## config.mk

```make
export PLATFORM = sky130hd
export DESIGN_NAME = iob_rr_merge
export DESIGN_NICKNAME = d
export VERILOG_FILES = /design/src/rtl/iob_rr_merge_pkg.sv /design/src/rtl/iob_rr_merge_prio_enc.sv /design/src/rtl/iob_rr_merge.sv
export SDC_FILE = /design/constraint.sdc
export NUM_CORES = 1
export LEC_CHECK = 0
export BUFFER_PORTS_ARGS = -buffer_cell sky130_fd_sc_hd__buf_2
export CAP_MARGIN = 20
export CORE_AREA = 2 2 110 112
export CTS_CLUSTER_DIAMETER = 200
export DETAILED_ROUTE_END_ITERATION = 7
export DIE_AREA = 0 0 112 114
export PLACE_DENSITY = 0.53
export SLEW_MARGIN = 0
export SYNTH_ARGS = -nofsm -noshare
export SYNTH_HDL_FRONTEND = slang
export SYNTH_HIERARCHICAL = 1
export SYNTH_SLANG_ARGS = --single-unit
```

## constraint.sdc

```tcl
create_clock -name clk_i -period 2.2 [get_ports clk_i]
set_clock_uncertainty 0.15 [all_clocks]
set_input_delay 0.44 -clock clk_i [delete_from_list [all_inputs] [get_ports clk_i]]
set_output_delay 0.44 -clock clk_i [all_outputs]
set_load 0.01 [all_outputs]
```

## src/rtl/iob_rr_merge_pkg.sv

```systemverilog
// Shared types for the round-robin IOb merge: controller state encoding.
package iob_rr_merge_pkg;

    typedef enum logic [1:0] {
        ST_IDLE   = 2'd0,
        ST_REQ    = 2'd1,
        ST_RDWAIT = 2'd2
    } state_t;

endpackage

```

## src/rtl/iob_rr_merge_prio_enc.sv

```systemverilog
// Rotating priority encoder: picks the first requester at or after (last+1) mod N.
module iob_rr_merge_prio_enc #(
    parameter  int N  = 2,
    localparam int NB = $clog2(N)
) (
    input  logic [N-1:0]  req_i,
    input  logic [NB-1:0] last_i,
    output logic [NB-1:0] grant_o,
    output logic          any_o
);

    // Walk the slots starting just after the last winner, wrapping at N; the first hit wins.
    always_comb begin
        logic [NB-1:0] v_idx;
        logic          v_found;
        v_idx   = '0;
        v_found = 1'b0;
        grant_o = '0;
        for (int i = 0; i < N; i++) begin
            v_idx   = NB'((int'(last_i) + 32'sd1 + i) % N);
            grant_o = (!v_found && req_i[v_idx]) ? v_idx : grant_o;
            v_found = v_found | req_i[v_idx];
        end
        any_o = v_found;
    end

endmodule

```

## src/rtl/iob_rr_merge.sv

```systemverilog
// Round-robin merge of N IOb native masters onto one follower, one transaction in flight.
module iob_rr_merge
    import iob_rr_merge_pkg::*;
#(
    parameter  int ADDR_W = 32,
    parameter  int DATA_W = 32,
    parameter  int N      = 2,
    localparam int NB     = $clog2(N),
    localparam int SW     = DATA_W / 8
) (
    input  logic                clk_i,
    input  logic                cke_i,
    input  logic                arst_n_i,
    input  logic [N-1:0]        m_avalid_i,
    input  logic [N*ADDR_W-1:0] m_addr_i,
    input  logic [N*DATA_W-1:0] m_wdata_i,
    input  logic [N*SW-1:0]     m_wstrb_i,
    output logic [DATA_W-1:0]   m_rdata_o,
    output logic [N-1:0]        m_rvalid_o,
    output logic [N-1:0]        m_ready_o,
    output logic                f_avalid_o,
    output logic [ADDR_W-1:0]   f_addr_o,
    output logic [DATA_W-1:0]   f_wdata_o,
    output logic [SW-1:0]       f_wstrb_o,
    input  logic [DATA_W-1:0]   f_rdata_i,
    input  logic                f_rvalid_i,
    input  logic                f_ready_i,
    output logic [NB-1:0]       grant_o
);

    state_t              r_state;
    logic [NB-1:0]       r_grant;
    logic [NB-1:0]       r_last;

    logic [NB-1:0]       w_next_grant;
    logic                w_any_req;
    logic                w_sel_avalid;
    logic [ADDR_W-1:0]   w_sel_addr;
    logic [DATA_W-1:0]   w_sel_wdata;
    logic [SW-1:0]       w_sel_wstrb;
    logic [N-1:0]        w_grant_oh;

    iob_rr_merge_prio_enc #(.N(N)) u_prio_enc (
        .req_i   (m_avalid_i),
        .last_i  (r_last),
        .grant_o (w_next_grant),
        .any_o   (w_any_req)
    );

    // Select the granted master's request fields and build the one-hot grant used for steering.
    always_comb begin
        w_sel_avalid = 1'b0;
        w_sel_addr   = '0;
        w_sel_wdata  = '0;
        w_sel_wstrb  = '0;
        w_grant_oh   = '0;
        for (int k = 0; k < N; k++) begin
            if (r_grant == NB'(k)) begin
                w_sel_avalid  = m_avalid_i[k];
                w_sel_addr    = m_addr_i[k*ADDR_W +: ADDR_W];
                w_sel_wdata   = m_wdata_i[k*DATA_W +: DATA_W];
                w_sel_wstrb   = m_wstrb_i[k*SW +: SW];
                w_grant_oh[k] = 1'b1;
            end else begin
                w_grant_oh[k] = 1'b0;
            end
        end
    end

    // Drive follower request and master handshakes from the current state; fields are zero outside REQ.
    always_comb begin
        f_avalid_o = 1'b0;
        f_addr_o   = '0;
        f_wdata_o  = '0;
        f_wstrb_o  = '0;
        m_ready_o  = '0;
        m_rvalid_o = '0;
        case (r_state)
            ST_REQ: begin
                f_avalid_o = w_sel_avalid;
                f_addr_o   = w_sel_addr;
                f_wdata_o  = w_sel_wdata;
                f_wstrb_o  = w_sel_wstrb;
                m_ready_o  = w_grant_oh & {N{f_ready_i}};
            end
            ST_RDWAIT: begin
                m_rvalid_o = w_grant_oh & {N{f_rvalid_i}};
            end
            default: begin
                m_ready_o  = '0;
                m_rvalid_o = '0;
            end
        endcase
    end

    assign m_rdata_o = f_rdata_i;
    assign grant_o   = r_grant;

    // Arbitration and transaction-tracking FSM; everything holds while cke_i is low.
    always_ff @(posedge clk_i or negedge arst_n_i) begin
        if (!arst_n_i) begin
            r_state <= ST_IDLE;
            r_grant <= '0;
            r_last  <= NB'(N - 1);
        end else if (cke_i) begin
            case (r_state)
                ST_IDLE: begin
                    if (w_any_req) begin
                        r_grant <= w_next_grant;
                        r_state <= ST_REQ;
                    end
                end
                ST_REQ: begin
                    if (w_sel_avalid && f_ready_i) begin
                        r_last  <= r_grant;
                        r_state <= (w_sel_wstrb != '0) ? ST_IDLE : ST_RDWAIT;
                    end else if (!w_sel_avalid) begin
                        // Master withdrew before acceptance: no transfer, fairness pointer untouched.
                        r_state <= ST_IDLE;
                    end
                end
                ST_RDWAIT: begin
                    if (f_rvalid_i) begin
                        r_state <= ST_IDLE;
                    end
                end
                default: begin
                    r_state <= ST_IDLE;
                end
            endcase
        end
    end

endmodule
```

After elaboration in Yosys (flattened, before gate mapping) --
Cells that the tools add are included.
Operators by class: $add $sub $neg 2, magnitude comparators 2, eq/ne operators 5, mux-type cells 24, bitwise gates (word level) 3, reduce and logical (&&, ||, !) cells 8
Operator list (count):
- 32-bit two-way mux | 4
- 2-bit two-way mux | 7
- 1-bit two-way mux | 10
- 4-bit two-way mux | 2
- 2-bit case mux with 3 select lines | 1
- 3-bit AND reduction | 2
- 2-bit AND | 2
- 1-bit by 2-bit less-than comparator with 1-bit output (second input constant) | 2
- 4-bit AND reduction | 1
- 4-bit nonzero test | 1
- 3-bit inequality test (second input constant) | 1
- 1-bit adder (second input constant) | 2
- 2-bit by 1-bit == test with 1-bit output (second input constant) | 1
- 2-bit == test (second input constant) | 1
- 1-bit logical AND | 2
- 2-bit logical NOT | 1
- 2-bit by 1-bit inequality test with 1-bit output (second input constant) | 1
- 2-bit inequality test (second input constant) | 1
- 1-bit logical NOT | 1
- 1-bit bitwise OR | 1
Storage, ports and cells: flip-flop bits (word level) 4, input port bits 175, output and inout port bits 106

Longest topological paths before layout --
Gate-level depths: netlist of run 1.
depth in word-level cells 7, gate-level depth with buffers 5, mapped depth without buffers 4

Modules after synthesis --
The synthesis of run 1 kept the hierarchy.
Modules (own cells, without submodules):
- iob_rr_merge | times used 1, cells each 213, area an instance 1576.5 µm², sequential area each 101.3 µm²
- iob_rr_merge_prio_enc | times used 1, cells each 2, area an instance 13.8 µm², sequential area each 0.0 µm²

Least setup slack after synthesis of run 1 --
OpenSTA, ideal clock, no wires.
path type register to output, from register r_grant (netlist: grant_o), to output m_rvalid_o[0], arrival time 1150 ps, path slack 460 ps, stages on the path, launching flop included 4, cell sequence dfrtp_1 buf_6 buf_4 nor4bb_1
Between the ends: word-level cells in the longest chain between the ends 3
Ends and longest elaborated chain:
- start: declaration | line iob_rr_merge.sv:32 | logic [NB-1:0] r_grant;
- start signal: assignment | line iob_rr_merge.sv:109 | r_grant <= w_next_grant;
- 1-bit two-way mux | line iob_rr_merge.sv:58 | if (r_grant == NB'(k)) begin
- 2-bit AND | line iob_rr_merge.sv:87 | m_rvalid_o = w_grant_oh & {N{f_rvalid_i}};
- 2-bit two-way mux | line iob_rr_merge.sv:78 | case (r_state)
- end: declaration | line iob_rr_merge.sv:19 | output logic [N-1:0] m_rvalid_o,
No other way between the ends.

Final worst setup path of run 1 --
from register r_grant (netlist: grant_o), to output f_addr_o[0]
Between the ends: word-level cells in the longest chain between the ends 2
Ends and longest elaborated chain:
- 32-bit two-way mux | line iob_rr_merge.sv:58
- 32-bit two-way mux | line iob_rr_merge.sv:78
- end: declaration | line iob_rr_merge.sv:22 | output logic [ADDR_W-1:0] f_addr_o,
No other way between the ends.

==> results of run 1 <==
-- sequential cells by signal (all words and copies together), names as in the netlist --
signal and cells:
grant_o 1, r_last 1, r_state 2
-- timing repair --
action	4_1_cts	5_1_grt
gates resized for setup	0	0
hold buffers	1	0
hold endpoints to repair	3	0
buffers inserted	0	0
-- cells in the mapped netlist, drive strengths merged --
cell    number  area [um2]
nor2        71         267
mux2i       69         691
buf         49         365
dfrtp        3        75.1
nand2        3        11.3
nor3         3        15.0
mux2         2        26.3
o21ai        2        10.0
a211o        1        8.76
a21boi       1        7.51
a22oi        1        7.51
and2b        1        7.51
and3         1        6.26
and4b        1        10.0
dfstp        1        26.3
inv          1        3.75
nand2b       1        6.26
nand4b       1        23.8
nor4         1        6.26
nor4bb       1        10.0
or2          1        6.26
-- cell families (layout without fill, tap and decap cells) --
| logic type | Yosys count | in the layout | share of synthesized area [%] |
|---|---|---|---|
| multiplexers | 71 | 71 | 45.1 |
| AND/OR/NAND/NOR | 85 | 85 | 23.2 |
| AO/OA/AOI/OAI | 5 | 5 | 2.12 |
| flip-flops | 4 | 4 | 6.37 |
| buffers and inverters | 50 | 226 | 23.2 |
-- final cells by class --
type                    count  area, um2
multi-input cells         161       1120
well taps                 147        184
inverters                   1       3.75
clock buffers               4       78.8
repair buffers            221       1160
flip-flops and latches      4        105
fillers                  1319       9060
-- power by group --
part	switching, mW	internal (mW)
sequential	0.0689	0.113
clock	0.0574	0.240
combinational	1.10	0.990
-- critical path, cell delays in order, from the launching register on --
cell	delay, ns
dfrtp_4	0.53
buf_12	0.28
mux2i_1	0.29
nor2_1	0.05
buf_2	0.13
-- cell usage in the layout, fill, tap and decap left out, types with 2 or more instances in the layout --
cell       instances
dfrtp_1            2
nand2_1            3
clkbuf_16          3
mux2i_1           69
buf_2            216
buf_12             3
nor3_1             3
nor2_1            71
-- how the worst max path moves through the flow --
stage / depth (start not counted) / start / end
4_1_cts: 4 / grant_o / f_addr_o[0]
2_1_floorplan: 3 / grant_o / m_rvalid_o[0]
5_1_grt: 4 / grant_o / f_wdata_o[12]
6_report: 4 / grant_o / f_addr_o[0]
3_3_place_gp: 4 / grant_o / f_addr_o[0]
3_5_place_dp: 4 / grant_o / f_addr_o[0]
-- per-layer routing --
layer	up-vias	share of wire [%]	global-route usage [%]
met5	-	0	0
met4	0	3.0	3.98
met3	22	8.6	1.49
met2	115	52	16.5
met1	933	36	9.29
li1	1040	-	-
-- through the flow --
| step | cell area (um2) | setup WS, ns | utilization (%) | hold slack, ns |
|---|---|---|---|---|
| 6_report | 2650 | 0.0549 | 22.6 | 0.387 |
| 5_1_grt | 2650 | 0.000272 | 22.6 | 0.413 |
| 4_1_cts | 2650 | 0.0249 | 22.6 | 0.381 |
| 3_5_place_dp | 2560 | 0.259 | 21.9 | 0.105 |
| 3_3_place_gp | 2560 | 0.268 | 21.9 | 0.104 |
| 2_1_floorplan | 1590 | 0.460 | - | -0.00559 |
==> run_results.csv, run 1 <==
group,metric,value,unit
global_routing,antenna_found_initial,0,
placement,dp_cells,533,
sta,period_minus_slack,2.15,ns
worst_setup_path,r2r_end,"r_last",
power,vdd_ir_drop_max,0.000492,V
worst_setup_path,r2r_slack,0.64,ns
sta,finalMaxSlewViolations,0,
finish,instances_no_fill,538,
hold_path,hp-start,"f_rvalid_i",
finish,nNetsFinal,567,
placement,portBuffers,216,
routing,drt_iter0_markers,43,
clocking,clockBufferDepth,2,
hold_path,hold_end,"r_state[1]",
sta,relSlewSlack,79.5,%
clocking,cts-root-buf,"clkbuf_16",
synth,synth_area,1590,um2
global_routing,grt_pass1_vias,1914,
sta,setup_viol,0,
synth,postSynthCellCount,215,
power,leakage,1.63,nW
synth,syn_nets,390,
clocking,clock_latency,0.23,ns
clocking,clkSinkCount,4,
sta,finalSetupTns,0,ns
status,status,"complete, no violations",
synth,ys_ff_latch,4,
placement,routabilityCongestion,0.800,
worst_setup_path,worstRegToRegCells,3,
sta,max_slew.worst_pin.slew,0.303,ns
sta,fin_crit_sh,97.5,%
flow_run,cap_viol_max_count,0,
global_routing,grt_remaining_overflow,0,
finish,area_growth_syn_to_layout,66.8,%
power,total_power,2.56,mW
synth,ys_seq_area_share,6.37,%
sta,rsz0062_at_grt,"no",
power,p_per_area,967,nW/um2
floorplanning,die_x,112,um
routing,drtPass1Iterations,4,
floorplanning,core,11700,um2
worst_setup_path,crit_type,"reg -> out",
synth,ys_types,25,
clocking,cts-htree-levels,1,
global_routing,grt_pass1_wl,9170,um
routing,vias_per_cell,3.92,
routing,drtAntennaViolNets,0,
clocking,tritoncts,"built",
floorplanning,fp-row-count,40,
hold_path,hold_depth,4,
worst_setup_path,reg2reg_from,"grant_o",
worst_setup_path,critPathRequiredTime,1.61,ns
floorplanning,fp.dieH,114,um
routing,wl_per_cell,11.7,um
sta,fmax,466,MHz
worst_setup_path,start_kind,"flop",
routing,drcViolationCount,0,
placement,dp_hpwl,5420,um
floorplanning,die-area,12800,um2
finish,final_layout_size_suffix_gt1_share,58.6,%
finish,num_antenna_cells,0,
floorplanning,start_util,13.6,%
synth,yosys_warnings,6,
clocking,numCtsBuffers,3,
worst_setup_path,arrival,1.56,ns
global_routing,grt_usage,8.64,%
synth,avgSynthCellArea,7.40,um2
worst_setup_path,cp-end-kind,"output pin",
sta,hold_violations,0,
clocking,cts.reportedPaths.clkPinSlew,0.03,ns
global_routing,grt_max_degree,41,
hold_path,hold_path_class,"in -> reg",
worst_setup_path,critPathMaxFanout,38,
floorplanning,ios,281,
routing,routed_wirelength,6280,um
routing,dr_total_vias,2110,
Power figures use the tool's default switching activity.
==> inputs of run 2 (changes only) <==
--- a/config.mk
+++ b/config.mk
@@ -17,3 +17,4 @@
 export SYNTH_HDL_FRONTEND = slang
 export SYNTH_HIERARCHICAL = 1
 export SYNTH_SLANG_ARGS = --single-unit
+export TNS_END_PERCENT = 30
==> constraint.sdc (replaced) <==
create_clock -name clk_i -period 2.5 [get_ports clk_i]
set_clock_uncertainty 0.15 [all_clocks]
set_input_delay 0.5 -clock clk_i [delete_from_list [all_inputs] [get_ports clk_i]]
set_output_delay 0.5 -clock clk_i [all_outputs]
set_load 0.01 [all_outputs]
==> run_results.csv, run 2 (synthesis results as in run 1) <==
group,metric,value,unit
global_routing,grt_pass1_wl,8890,um
finish,final_cell_mix,"buf_2 (216), nor2_1 (71), mux2i_1 (69)",
placement,dp_hpwl,5430,um
sta,whs,0.423,ns
status,status,"complete, no violations",
sta,period_minus_slack,2.14,ns
placement,dp_cells,534,
clocking,post-cts-setup-buffer-count,0,
power,p_per_area,853,nW/um2
power,vdd_ir_drop_max,0.000438,V
worst_setup_path,cp-end-kind,"output pin",
worst_setup_path,slowest_delay,0.40,ns
worst_setup_path,critPathMaxFanout,30,
hold_path,hold_path_class,"reg -> reg",
sta,finalMaxSlewViolations,0,
finish,final_layout_size_suffix_gt1_share,58.7,%
clocking,tritoncts,"built",
finish,fill_cells,1327,
worst_setup_path,worstPathCellList,"nand2b_2 -> buf_4 -> nor2_1 -> buf_2",
sta,hold_violations,0,
clocking,cts-root-buf,"clkbuf_16",
floorplanning,die_x,112,um
finish,instances_no_fill,539,
routing,drcViolationCount,0,
sta,fmax,467,MHz
finish,area_growth_syn_to_layout,66.5,%
finish,regArea,105,um2
clocking,clock_latency,0.23,ns
floorplanning,start_util,13.6,%
global_routing,grt_remaining_overflow,0,
global_routing,grt_max_degree,41,
floorplanning,ios,281,
finish,finish.utilization,22.6,%
worst_setup_path,crit_type,"reg -> out",
routing,drt_iter0_markers,32,
flow_run,cap_viol_max_count,0,
power,power.internal,1.17,mW
sta,max_slew.worst_pin.slew,0.315,ns
finish,nNetsFinal,568,
finish,num_antenna_cells,0,
power,seq_power_share,5.6,%
floorplanning,die-area,12800,um2
clocking,clkSinkCount,4,
sta,finalSetupTns,0,ns
routing,wl_per_cell,11.7,um
sta,setup_viol,0,
floorplanning,core,11700,um2
clocking,cts_resized,0,
placement,routabilityCongestion,0.760,
placement,post_dp_cell_area,2560,um2
power,power.switching,1.08,mW
finish,stdcell_area,2650,um2
routing,vias_per_cell,3.95,
routing,drtPass1Iterations,4,
worst_setup_path,start_kind,"flop",
clocking,cts.reportedPaths.clkPinSlew,0.03,ns
global_routing,antenna_found_initial,0,
sta,relSlewSlack,79.0,%
floorplanning,fp-row-count,40,
worst_setup_path,critPathRequiredTime,1.85,ns
finish,final_common_cell,"buf_2",
clocking,cts_hold_buf,1,
clocking,cts-htree-levels,1,
sta,rsz0062_at_grt,"no",
global_routing,grt_pass1_vias,1827,
power,power.share.switching,48.0,%
placement,portBuffers,216,
routing,drtAntennaViolNets,0,
power,p_clk_share,11.6,%
finish,largest_reg_flops,2,
finish,regMostFlops,"r_state",
worst_setup_path,arrival,1.49,ns
routing,dr_total_vias,2127,
finish,multi_input_area,1120,um2
clocking,numCtsBuffers,3,
routing,routed_wirelength,6290,um
sta,fin_crit_sh,85.7,%
global_routing,grt_usage,8.59,%
worst_setup_path,slowest_stage,"dfrtp_1",
floorplanning,fp.dieH,114,um
clocking,clockBufferDepth,2,
power,leakage,1.63,nW
power,combPwrFrac,82.7,%
-- run 2: final cells by class --
| class | count | share of cell area (%) |
|---|---|---|
| clock buffer | 4 | 2.98 |
| inverter | 1 | 0.142 |
| multi-input combinational | 161 | 42.4 |
| sequential | 4 | 3.97 |
| tap | 147 | 6.95 |
| timing repair buffer | 222 | 43.6 |
-- run 2: metrics by stage --
stage / worst slack, ns / power, mW
3_3_place_gp: 0.604 / 1.99
5_1_grt: 0.245 / 2.44
6_report: 0.357 / 2.26
4_1_cts: 0.331 / 2.30
3_5_place_dp: 0.582 / 2.02
2_1_floorplan: 0.700 / 1.48
-- run 2: worst paths after layout --
path / cells past startpoint / start / to / slack [ns]
worst max register to register: 4 / grant_o / r_last / 0.77
max in group asynchronous: 2 / arst_n_i / r_last / 1.53
worst min-delay path: 2 / r_state[1] / r_state[1] / 0.42
worst min register to register: 2 / r_state[1] / r_state[1] / 0.42
worst max-delay path: 4 / r_state[1] / f_addr_o[19] / 0.36
min in group asynchronous: 2 / arst_n_i / r_state[1] / 0.46
-- run 2: power groups by stage --
| stage | logic [mW] | clock network (mW) | registers, mW |
|---|---|---|---|
| 3_3_place_gp | 1.87 | 0 | 0.127 |
| 5_1_grt | 2.04 | 0.274 | 0.131 |
| 6_report | 1.87 | 0.263 | 0.127 |
| 2_1_floorplan | 1.36 | 0 | 0.115 |
| 4_1_cts | 1.90 | 0.267 | 0.128 |
| 3_5_place_dp | 1.90 | 0 | 0.129 |
-- run 2: per-layer routing --
metal / vias up / part of all wire [%] / track usage, %
met1: 941 / 36 / 9.25
met2: 123 / 51 / 16.3
met4: 0 / 2.6 / 3.58
li1: 1041 / - / -
met3: 22 / 9.7 / 1.81
met5: - / 0 / 0
-- run 2: worst max-delay path, delay by kind of cell (launching register included) --
family,cells,cell delay [ns]
and+or+nand+nor,2,0.42
buffers and inverters,2,0.41
DFF,1,0.40
==> inputs of run 3 (changes only) <==
--- a/config.mk
+++ b/config.mk
@@ -7,11 +7,12 @@
 export LEC_CHECK = 0
 export BUFFER_PORTS_ARGS = -buffer_cell sky130_fd_sc_hd__buf_2
 export CAP_MARGIN = 20
-export CORE_AREA = 2 2 110 112
+export CORE_AREA = 2 2 108 110
 export CTS_CLUSTER_DIAMETER = 200
 export DETAILED_ROUTE_END_ITERATION = 7
-export DIE_AREA = 0 0 112 114
-export PLACE_DENSITY = 0.53
+export DIE_AREA = 0 0 110 112
+export GPL_TIMING_DRIVEN = 0
+export PLACE_DENSITY = 0.54
 export SLEW_MARGIN = 0
 export SYNTH_ARGS = -nofsm -noshare
 export SYNTH_HDL_FRONTEND = slang
==> constraint.sdc (replaced) <==
create_clock -name clk_i -period 2.3 [get_ports clk_i]
set_clock_uncertainty 0.15 [all_clocks]
set_input_delay 0.46 -clock clk_i [delete_from_list [all_inputs] [get_ports clk_i]]
set_output_delay 0.46 -clock clk_i [all_outputs]
set_load 0.01 [all_outputs]
==> run_results.csv, run 3 (synthesis results as in run 1) <==
group,metric,value,unit
sta,period_minus_slack,2.16,ns
finish,final_layout_size_suffix_gt1_share,65.1,%
sta,rsz0062_at_grt,"no",
sta,finalMaxSlewViolations,0,
global_routing,antenna_found_initial,0,
global_routing,grt_usage,10.3,%
clocking,clockBufferDepth,2,
sta,fmax,463,MHz
global_routing,grt_pass1_wl,10100,um
power,leakage,1.96,nW
routing,vias_per_cell,3.91,
status,status,"complete, no violations",
routing,drt_iter0_markers,43,
floorplanning,start_util,14.2,%
floorplanning,core,11200,um2
worst_setup_path,crit_type,"reg -> out",
sta,setup_viol,0,
finish,largest_reg_flops,2,
global_routing,grt_max_degree,11,
worst_setup_path,arrival,1.55,ns
clocking,cts.reportedPaths.clkPinSlew,0.03,ns
worst_setup_path,critPathRequiredTime,1.69,ns
clocking,clock_latency,0.22,ns
sta,hold_violations,0,
finish,area_growth_syn_to_layout,94.9,%
sta,relSlewSlack,78.3,%
power,vdd_ir_drop_max,0.000336,V
clocking,numCtsBuffers,3,
clocking,cts-htree-levels,1,
floorplanning,fp.dieH,112,um
clocking,clkSinkCount,4,
finish,final_cell_mix,"buf_2 (256), nor2_1 (70), mux2i_1 (69)",
placement,dp_hpwl,6350,um
routing,wl_per_cell,11.8,um
global_routing,grt_remaining_overflow,0,
floorplanning,fp-row-count,39,
routing,drcViolationCount,0,
floorplanning,die_x,110,um
power,total_power,2.63,mW
clocking,tritoncts,"built",
sta,finalSetupTns,0,ns
placement,portBuffers,248,
floorplanning,ios,281,
finish,num_antenna_cells,0,
worst_setup_path,cp-end-kind,"output pin",
power,p_per_area,849,nW/um2
worst_setup_path,start_kind,"flop",
routing,drtAntennaViolNets,0,
routing,dr_total_vias,2383,
hold_path,hold_path_class,"in -> reg",
worst_setup_path,critPathMaxFanout,10,
finish,final_common_cell,"buf_2",
routing,drtPass1Iterations,4,
sta,max_slew.worst_pin.slew,0.316,ns
clocking,cts-root-buf,"clkbuf_16",
global_routing,grt_pass1_vias,2279,
flow_run,cap_viol_max_count,0,
sta,fin_crit_sh,93.9,%
finish,regMostFlops,"r_state",
finish,nNetsFinal,643,
placement,routabilityCongestion,0.764,
routing,routed_wirelength,7190,um
floorplanning,die-area,12300,um2
-- run 3: cell type report --
type,instances,area [um2]
buffer,48,363
clock buffer,4,78.8
fill,1241,8080
inverter,1,3.75
multi-input combinational,161,1120
sequential,4,101
tap,143,179
timing repair buffer,249,1250
-- run 3: final timing paths --
check | from | endpoint | slack [ns] | cells after the start
max in group asynchronous | arst_n_i | r_last | 1.38 | 2
worst max-delay path | grant_o | f_addr_o[10] | 0.14 | 6
worst min register to register | r_state[1] | r_state[1] | 0.42 | 2
worst max register to register | grant_o | r_last | 0.76 | 4
worst min-delay path | f_rvalid_i | r_state[1] | 0.41 | 4
min in group asynchronous | arst_n_i | r_state[0] | 0.42 | 2
-- run 3: worst max-delay path, stage by stage (launching register included) --
cell and delay, ns:
dfrtp_1 0.35, buf_6 0.12, buf_4 0.23, buf_6 0.20
mux2i_1 0.22, nor2_1 0.06, buf_2 0.14
-- run 3: stage by stage --
| step | setup slack (ns) | instances | util [%] | area (um2) | hold WS [ns] |
|---|---|---|---|---|---|
| floorplan | 0.540 | 215 | - | 1590 | 0.0144 |
| global placement | 0.258 | 606 | 26.9 | 3010 | 0.120 |
| detailed placement | 0.258 | 606 | 26.9 | 3010 | 0.121 |
| CTS | 0.0178 | 611 | 27.7 | 3100 | 0.411 |
| global route | 0.0193 | 610 | 27.7 | 3100 | 0.428 |
| finish | 0.140 | 610 | 27.7 | 3100 | 0.407 |
-- run 3: what timing repair did --
item                                   in CTS  in global routing
endpoints found under the hold margin       3                  0
resized for setup                           0                  3
buffers inserted                            0                  0
hold buffers                                1                  0
setup endpoints to repair                   0                 10
-- run 3: power breakdown --
part / switching (mW) / internal, mW
clock network: 0.0506 / 0.229
registers: 0.0225 / 0.102
logic: 1.17 / 1.05
total: 1.25 / 1.38
-- run 3: per-layer routing --
metal	vias to the layer above	wire length (um)	track usage, %
met3	4	619	0.878
li1	1192	-	-
met5	-	0	0
met4	0	34	1.94
met2	147	3930	21.4
met1	1040	2610	10.8
